==> src/rtl/pipe_ctrl.sv <==
// Pipeline hazard controller: turns load-use, branch/jump, EX-busy and bus-busy
// events into per-stage hold/flush strobes and a single-cycle PC redirect.
// Optional perf counters are built when PIPE_CTRL_PERF_EN is defined.
module pipe_ctrl #(
    parameter int ADDR_W = 32,
    parameter int REG_W  = 5,
    parameter int PERF_W = 32
) (
    input  logic              clk,
    input  logic              rst,
    input  logic [REG_W-1:0]  id_rs1_i,
    input  logic [REG_W-1:0]  id_rs2_i,
    input  logic [REG_W-1:0]  ex_rd_i,
    input  logic              ex_is_load_i,
    input  logic              jump_en_i,
    input  logic [ADDR_W-1:0] jump_addr_i,
    input  logic              ex_busy_i,
    input  logic              bus_busy_i,
    output logic              hold_pc_o,
    output logic              hold_if_id_o,
    output logic              hold_id_ex_o,
    output logic              flush_if_id_o,
    output logic              flush_id_ex_o,
    output logic              jump_en_o,
    output logic [ADDR_W-1:0] jump_addr_o,
    output logic [PERF_W-1:0] stall_cnt_o,
    output logic [PERF_W-1:0] flush_cnt_o
);

    typedef enum logic [1:0] {RUN, LU_BUBBLE, WAIT, REDIRECT} state_t;

    state_t            state, state_nxt;
    logic [ADDR_W-1:0] pend_addr, pend_addr_nxt;
    logic              load_use;
    logic              hold_pc_c, hold_if_id_c, hold_id_ex_c;
    logic              flush_if_id_c, flush_id_ex_c;
    logic              jump_en_c;
    logic [ADDR_W-1:0] jump_addr_c;

    assign load_use = ex_is_load_i && (ex_rd_i != '0) &&
                      ((ex_rd_i == id_rs1_i) || (ex_rd_i == id_rs2_i));

    always_ff @(posedge clk or negedge rst) begin
        if (!rst) begin
            state     <= RUN;
            pend_addr <= '0;
        end else begin
            state     <= state_nxt;
            pend_addr <= pend_addr_nxt;
        end
    end

    always_comb begin
        state_nxt     = state;
        pend_addr_nxt = pend_addr;
        hold_pc_c     = 1'b0;
        hold_if_id_c  = 1'b0;
        hold_id_ex_c  = 1'b0;
        flush_if_id_c = 1'b0;
        flush_id_ex_c = 1'b0;
        jump_en_c     = 1'b0;
        jump_addr_c   = '0;
        case (state)
            // LU_BUBBLE behaves like RUN except a second bubble is never inserted
            RUN, LU_BUBBLE: begin
                state_nxt = RUN;
                if (bus_busy_i) begin
                    hold_pc_c    = 1'b1;
                    hold_if_id_c = 1'b1;
                    hold_id_ex_c = 1'b1;
                    if (jump_en_i) begin
                        pend_addr_nxt = jump_addr_i;
                        state_nxt     = REDIRECT;
                    end else begin
                        state_nxt = WAIT;
                    end
                end else if (jump_en_i) begin
                    jump_en_c     = 1'b1;
                    jump_addr_c   = jump_addr_i;
                    flush_if_id_c = 1'b1;
                    flush_id_ex_c = 1'b1;
                end else if (ex_busy_i) begin
                    hold_pc_c    = 1'b1;
                    hold_if_id_c = 1'b1;
                    hold_id_ex_c = 1'b1;
                    state_nxt    = WAIT;
                end else if (load_use && (state == RUN)) begin
                    hold_pc_c     = 1'b1;
                    hold_if_id_c  = 1'b1;
                    flush_id_ex_c = 1'b1;
                    state_nxt     = LU_BUBBLE;
                end
            end
            WAIT: begin
                hold_pc_c    = ex_busy_i || bus_busy_i;
                hold_if_id_c = ex_busy_i || bus_busy_i;
                hold_id_ex_c = ex_busy_i || bus_busy_i;
                if (jump_en_i) begin
                    pend_addr_nxt = jump_addr_i;
                    state_nxt     = REDIRECT;
                end else if (!ex_busy_i && !bus_busy_i) begin
                    state_nxt = RUN;
                end
            end
            // Later jumps are ignored here: the older EX instruction owns the redirect
            REDIRECT: begin
                if (ex_busy_i || bus_busy_i) begin
                    hold_pc_c    = 1'b1;
                    hold_if_id_c = 1'b1;
                    hold_id_ex_c = 1'b1;
                end else begin
                    jump_en_c     = 1'b1;
                    jump_addr_c   = pend_addr;
                    flush_if_id_c = 1'b1;
                    flush_id_ex_c = 1'b1;
                    state_nxt     = RUN;
                end
            end
            default: state_nxt = RUN;
        endcase
    end

    // Reset forces a bubble into both registers; flush wins over hold on a register
    assign hold_pc_o     = rst & hold_pc_c;
    assign hold_if_id_o  = rst & hold_if_id_c & ~flush_if_id_c;
    assign hold_id_ex_o  = rst & hold_id_ex_c & ~flush_id_ex_c;
    assign flush_if_id_o = ~rst | flush_if_id_c;
    assign flush_id_ex_o = ~rst | flush_id_ex_c;
    assign jump_en_o     = rst & jump_en_c;
    assign jump_addr_o   = rst ? jump_addr_c : '0;

`ifdef PIPE_CTRL_PERF_EN
    logic [PERF_W-1:0] stall_cnt, flush_cnt;

    always_ff @(posedge clk or negedge rst) begin
        if (!rst) begin
            stall_cnt <= '0;
            flush_cnt <= '0;
        end else begin
            if (hold_pc_o) stall_cnt <= stall_cnt + PERF_W'(1);
            if (jump_en_o) flush_cnt <= flush_cnt + PERF_W'(1);
        end
    end

    assign stall_cnt_o = stall_cnt;
    assign flush_cnt_o = flush_cnt;
`else
    assign stall_cnt_o = '0;
    assign flush_cnt_o = '0;
`endif

endmodule

==> config.mk <==
export PLATFORM = sky130hd
export DESIGN_NAME = pipe_ctrl
export DESIGN_NICKNAME = d
export VERILOG_FILES = /design/src/rtl/pipe_ctrl.sv
export SDC_FILE = /design/constraint.sdc
export NUM_CORES = 1
export LEC_CHECK = 0
export ABC_AREA = 1
export CORE_MARGIN = 3
export CORE_UTILIZATION = 41
export CTS_CLUSTER_DIAMETER = 120
export CTS_CLUSTER_SIZE = 8
export DETAILED_ROUTE_END_ITERATION = 10
export PLACE_DENSITY = 0.86
export SYNTH_ARGS = -nofsm -noshare
export SYNTH_HDL_FRONTEND = slang
export SYNTH_SLANG_ARGS = --single-unit
==> constraint.sdc <==
create_clock -name clk -period 2.1 [get_ports clk]
set_clock_uncertainty 0.15 [all_clocks]
set_input_delay 0.315 -clock clk [delete_from_list [all_inputs] [get_ports clk]]
set_output_delay 0.315 -clock clk [all_outputs]
set_load 0.02 [all_outputs]
==> out/qor.txt <==
Result of the run = completed
First-pass detailed-route iteration total = 5
I/O Pins = 155
Most frequent standard cell in the layout excluding fill and tap cells = sky130_fd_sc_hd__nand2_1
Clock transition at path regs = 0.06 ns
Pre-CTS setup slack = -0.516 ns
Area share of the largest cell type after synthesis = 32.4%
Total number of yosys warnings = 0
Routability-driven placement congestion ratio = 0.761
Tightest Hold Check Type = reg -> reg
Shortest clock period the worst path allows after layout = 2.06 ns
Core Rows = 28
Slew at the pin with the worst max-slew slack = 0.686 ns
Gr usage total = 19.6%
Total core area = 0.00606 mm²
Setup total negative slack = 0 ns
Full die area = 0.00739 mm²
Inserted Clock Buffers = 5
Wire length of the first global-routing pass = 11700 µm
Fraction of the mapped netlist area in adder cells = 0%
Power density over the cells = 640 mW/mm²
Critical path arrival = 1.60 ns
Area growth from synthesis to layout = 36.5%
Horiz. Die Dim = 86.0 µm
Overflow left after global routing = 0
Clk root buf = sky130_fd_sc_hd__clkbuf_8
Final Worst Setup Slack = 0.0375 ns
Post-route antenna net violation count = 0
F_max = 485 MHz
Proportion of synthesized area in mux cells = 0%
Post-synthesis instance area = 0.00262 mm²
Number of register bits inferred by synthesis = 34
Sequential element share of the synthesized area = 32.4%
Fraction of the mapped netlist area in simple logic gates = 34.3%
Final core area utilization = 59.1%
Maximum root-to-sink buffer count = 2
Crit end category = output port
Main combinational cell family by area after synthesis = simple AND/OR/NAND/NOR gates
Post-route DRC = 0
Syn Inst Count = 391
Worst IR Drop VDD = 0.351 mV
Overall die height = 86.0 µm
Antenna cell count = 0
Starting Density = 43.3%
Largest net degree at the start of global routing = 34
Total number of vias = 2773
Num Clock Sinks = 34
Min Hold Slack = 0.323 ns
Share of the cycle needed by the critical path after routing = 98.2%
Dominant cell type by area after synthesis = sky130_fd_sc_hd__dfrtp_1
Startpoint type of the worst setup path = input pin
Total count of hold-check failures in the final report = 0
Initial drt markers = 133
Critical Setup Path Class = in -> out
Initial antenna violation count = 0
Syn avg cell area = 6.71 µm²
Max Fanout on Critical Path = 3
Distinct cells, synth = 18
Pleak = 0.00194 µW
Worst EP required = 1.63 ns
Worst-Skew Late Latency = 0.28 ns
Final WL = 7720 µm
Setup Viol. Count Final = 0
Compound-Gate Fraction of Synth Area = 7.25%
Mean number of vias per cell = 4.87
CTS tree = built
Layout cells sized above 1 = 17.2%
Final Slew Violations = 0
Largest cells by area after synthesis = sky130_fd_sc_hd__dfrtp_1 (32%), sky130_fd_sc_hd__buf_4 (18%), sky130_fd_sc_hd__nand2_1 (18%), sky130_fd_sc_hd__nand3_1 (13%), sky130_fd_sc_hd__a21oi_1 (6.7%)
Number of levels in the clock H-tree = 2
Leading cell types in the layout, fill and taps excluded = sky130_fd_sc_hd__nand2_1 (122), sky130_fd_sc_hd__nand3_1 (70), sky130_fd_sc_hd__conb_1 (64)
Tightest slew margin relative to the limit = 54.1%
Layout filler cell count = 586
Final-stage net count = 547
Number of global-route vias before repair = 2606
Total of buffers placed on input and output ports = 90
Post-Synth XOR/XNOR Area = 0.668%
Routed wire per std cell = 13.6 µm
Maximum capacitance violations = 0
Placed wire-length estimate = 5680 µm
[what timing repair did]
action,CTS,global route
hold endpoints to repair,34,0
endpoints found under the setup margin,38,34
pin swaps,2,14
gates cloned,1,2
hold buffers,2,0
gates resized for setup,151,30
buffers inserted,0,4
[power breakdown]
part           total [µW]  internal [µW]  switching, µW
sequential            959            846            113
combinational         880            340            540
clock                 453            228            225
[Yosys cell counts, drive strengths merged]
master	count
clkbuf	7
nor3	1
nor2	11
a21oi	35
clkinv	1
nand4	3
conb	1
o211ai	1
nand3	70
nand2	125
buf	80
xnor2	2
dfrtp	34
inv	19
o31ai	1
[worst max-delay path, cell delays in order]
cell and delay (ns):
sky130_fd_sc_hd__clkdlybuf4s50_1 0.47, sky130_fd_sc_hd__inv_1 0.05, sky130_fd_sc_hd__nand2_1 0.05, sky130_fd_sc_hd__nand2_1 0.04, sky130_fd_sc_hd__nor2_1 0.10, sky130_fd_sc_hd__nand3_1 0.10
sky130_fd_sc_hd__nand2_2 0.10, sky130_fd_sc_hd__nand2_2 0.08, sky130_fd_sc_hd__a21oi_2 0.16, sky130_fd_sc_hd__buf_6 0.13
[cells by family (layout without fill, tap and decap cells)]
family / Yosys count / in the layout
AND/OR/NAND/NOR: 210 / 210
buffers and inverters: 107 / 147
AO/OA/AOI/OAI: 37 / 37
flip-flops: 34 / 34
XOR/XNOR: 2 / 2
other: 1 / 64
[final timing paths]
kind	start	end	slack [ns]	cells past startpoint
worst max-delay path	id_rs1_i[1]	hold_if_id_o	0.04	10
worst min-delay path	pend_addr[26]$_DFFE_PN0P_	pend_addr[26]$_DFFE_PN0P_	0.32	2
worst max register to register	state[1]$_DFFE_PN0P_	state[0]$_DFFE_PN0P_	0.42	5
worst min register to register	pend_addr[26]$_DFFE_PN0P_	pend_addr[26]$_DFFE_PN0P_	0.32	2
max in group asynchronous	rst	pend_addr[26]$_DFFE_PN0P_	0.74	3
min in group asynchronous	rst	pend_addr[11]$_DFFE_PN0P_	0.47	3
[through the flow]
step	instances	area, µm²	power, µW
after floorplan	454	2860	1550
after global placement	553	3480	1790
after detailed placement	553	3480	1840
after CTS	563	3540	2280
after global routing	569	3580	2450
final	569	3580	2290
[registers in the layout (all words and copies together) (netlist names)]
signal and flops:
state 2, pend_addr 32
[routing by layer]
layer	vias up	wire length [µm]	global-route usage (%)
li1	1332	-	-
met1	1295	2910	22.5
met2	135	4100	36.3
met3	11	617	3.84
met4	0	86	6.19
met5	-	0	0
[final cells by class]
cell class,instances,area [µm²],share of cell area (%)
clock buffer,7,76.3,2.13
tap,75,93.8,2.62
inverter,20,75.1,2.10
timing repair buffer,120,1110,30.9
multi-input combinational,313,1380,38.5
sequential,34,851,23.8
Note: power is estimated with default switching activity, not from simulation.
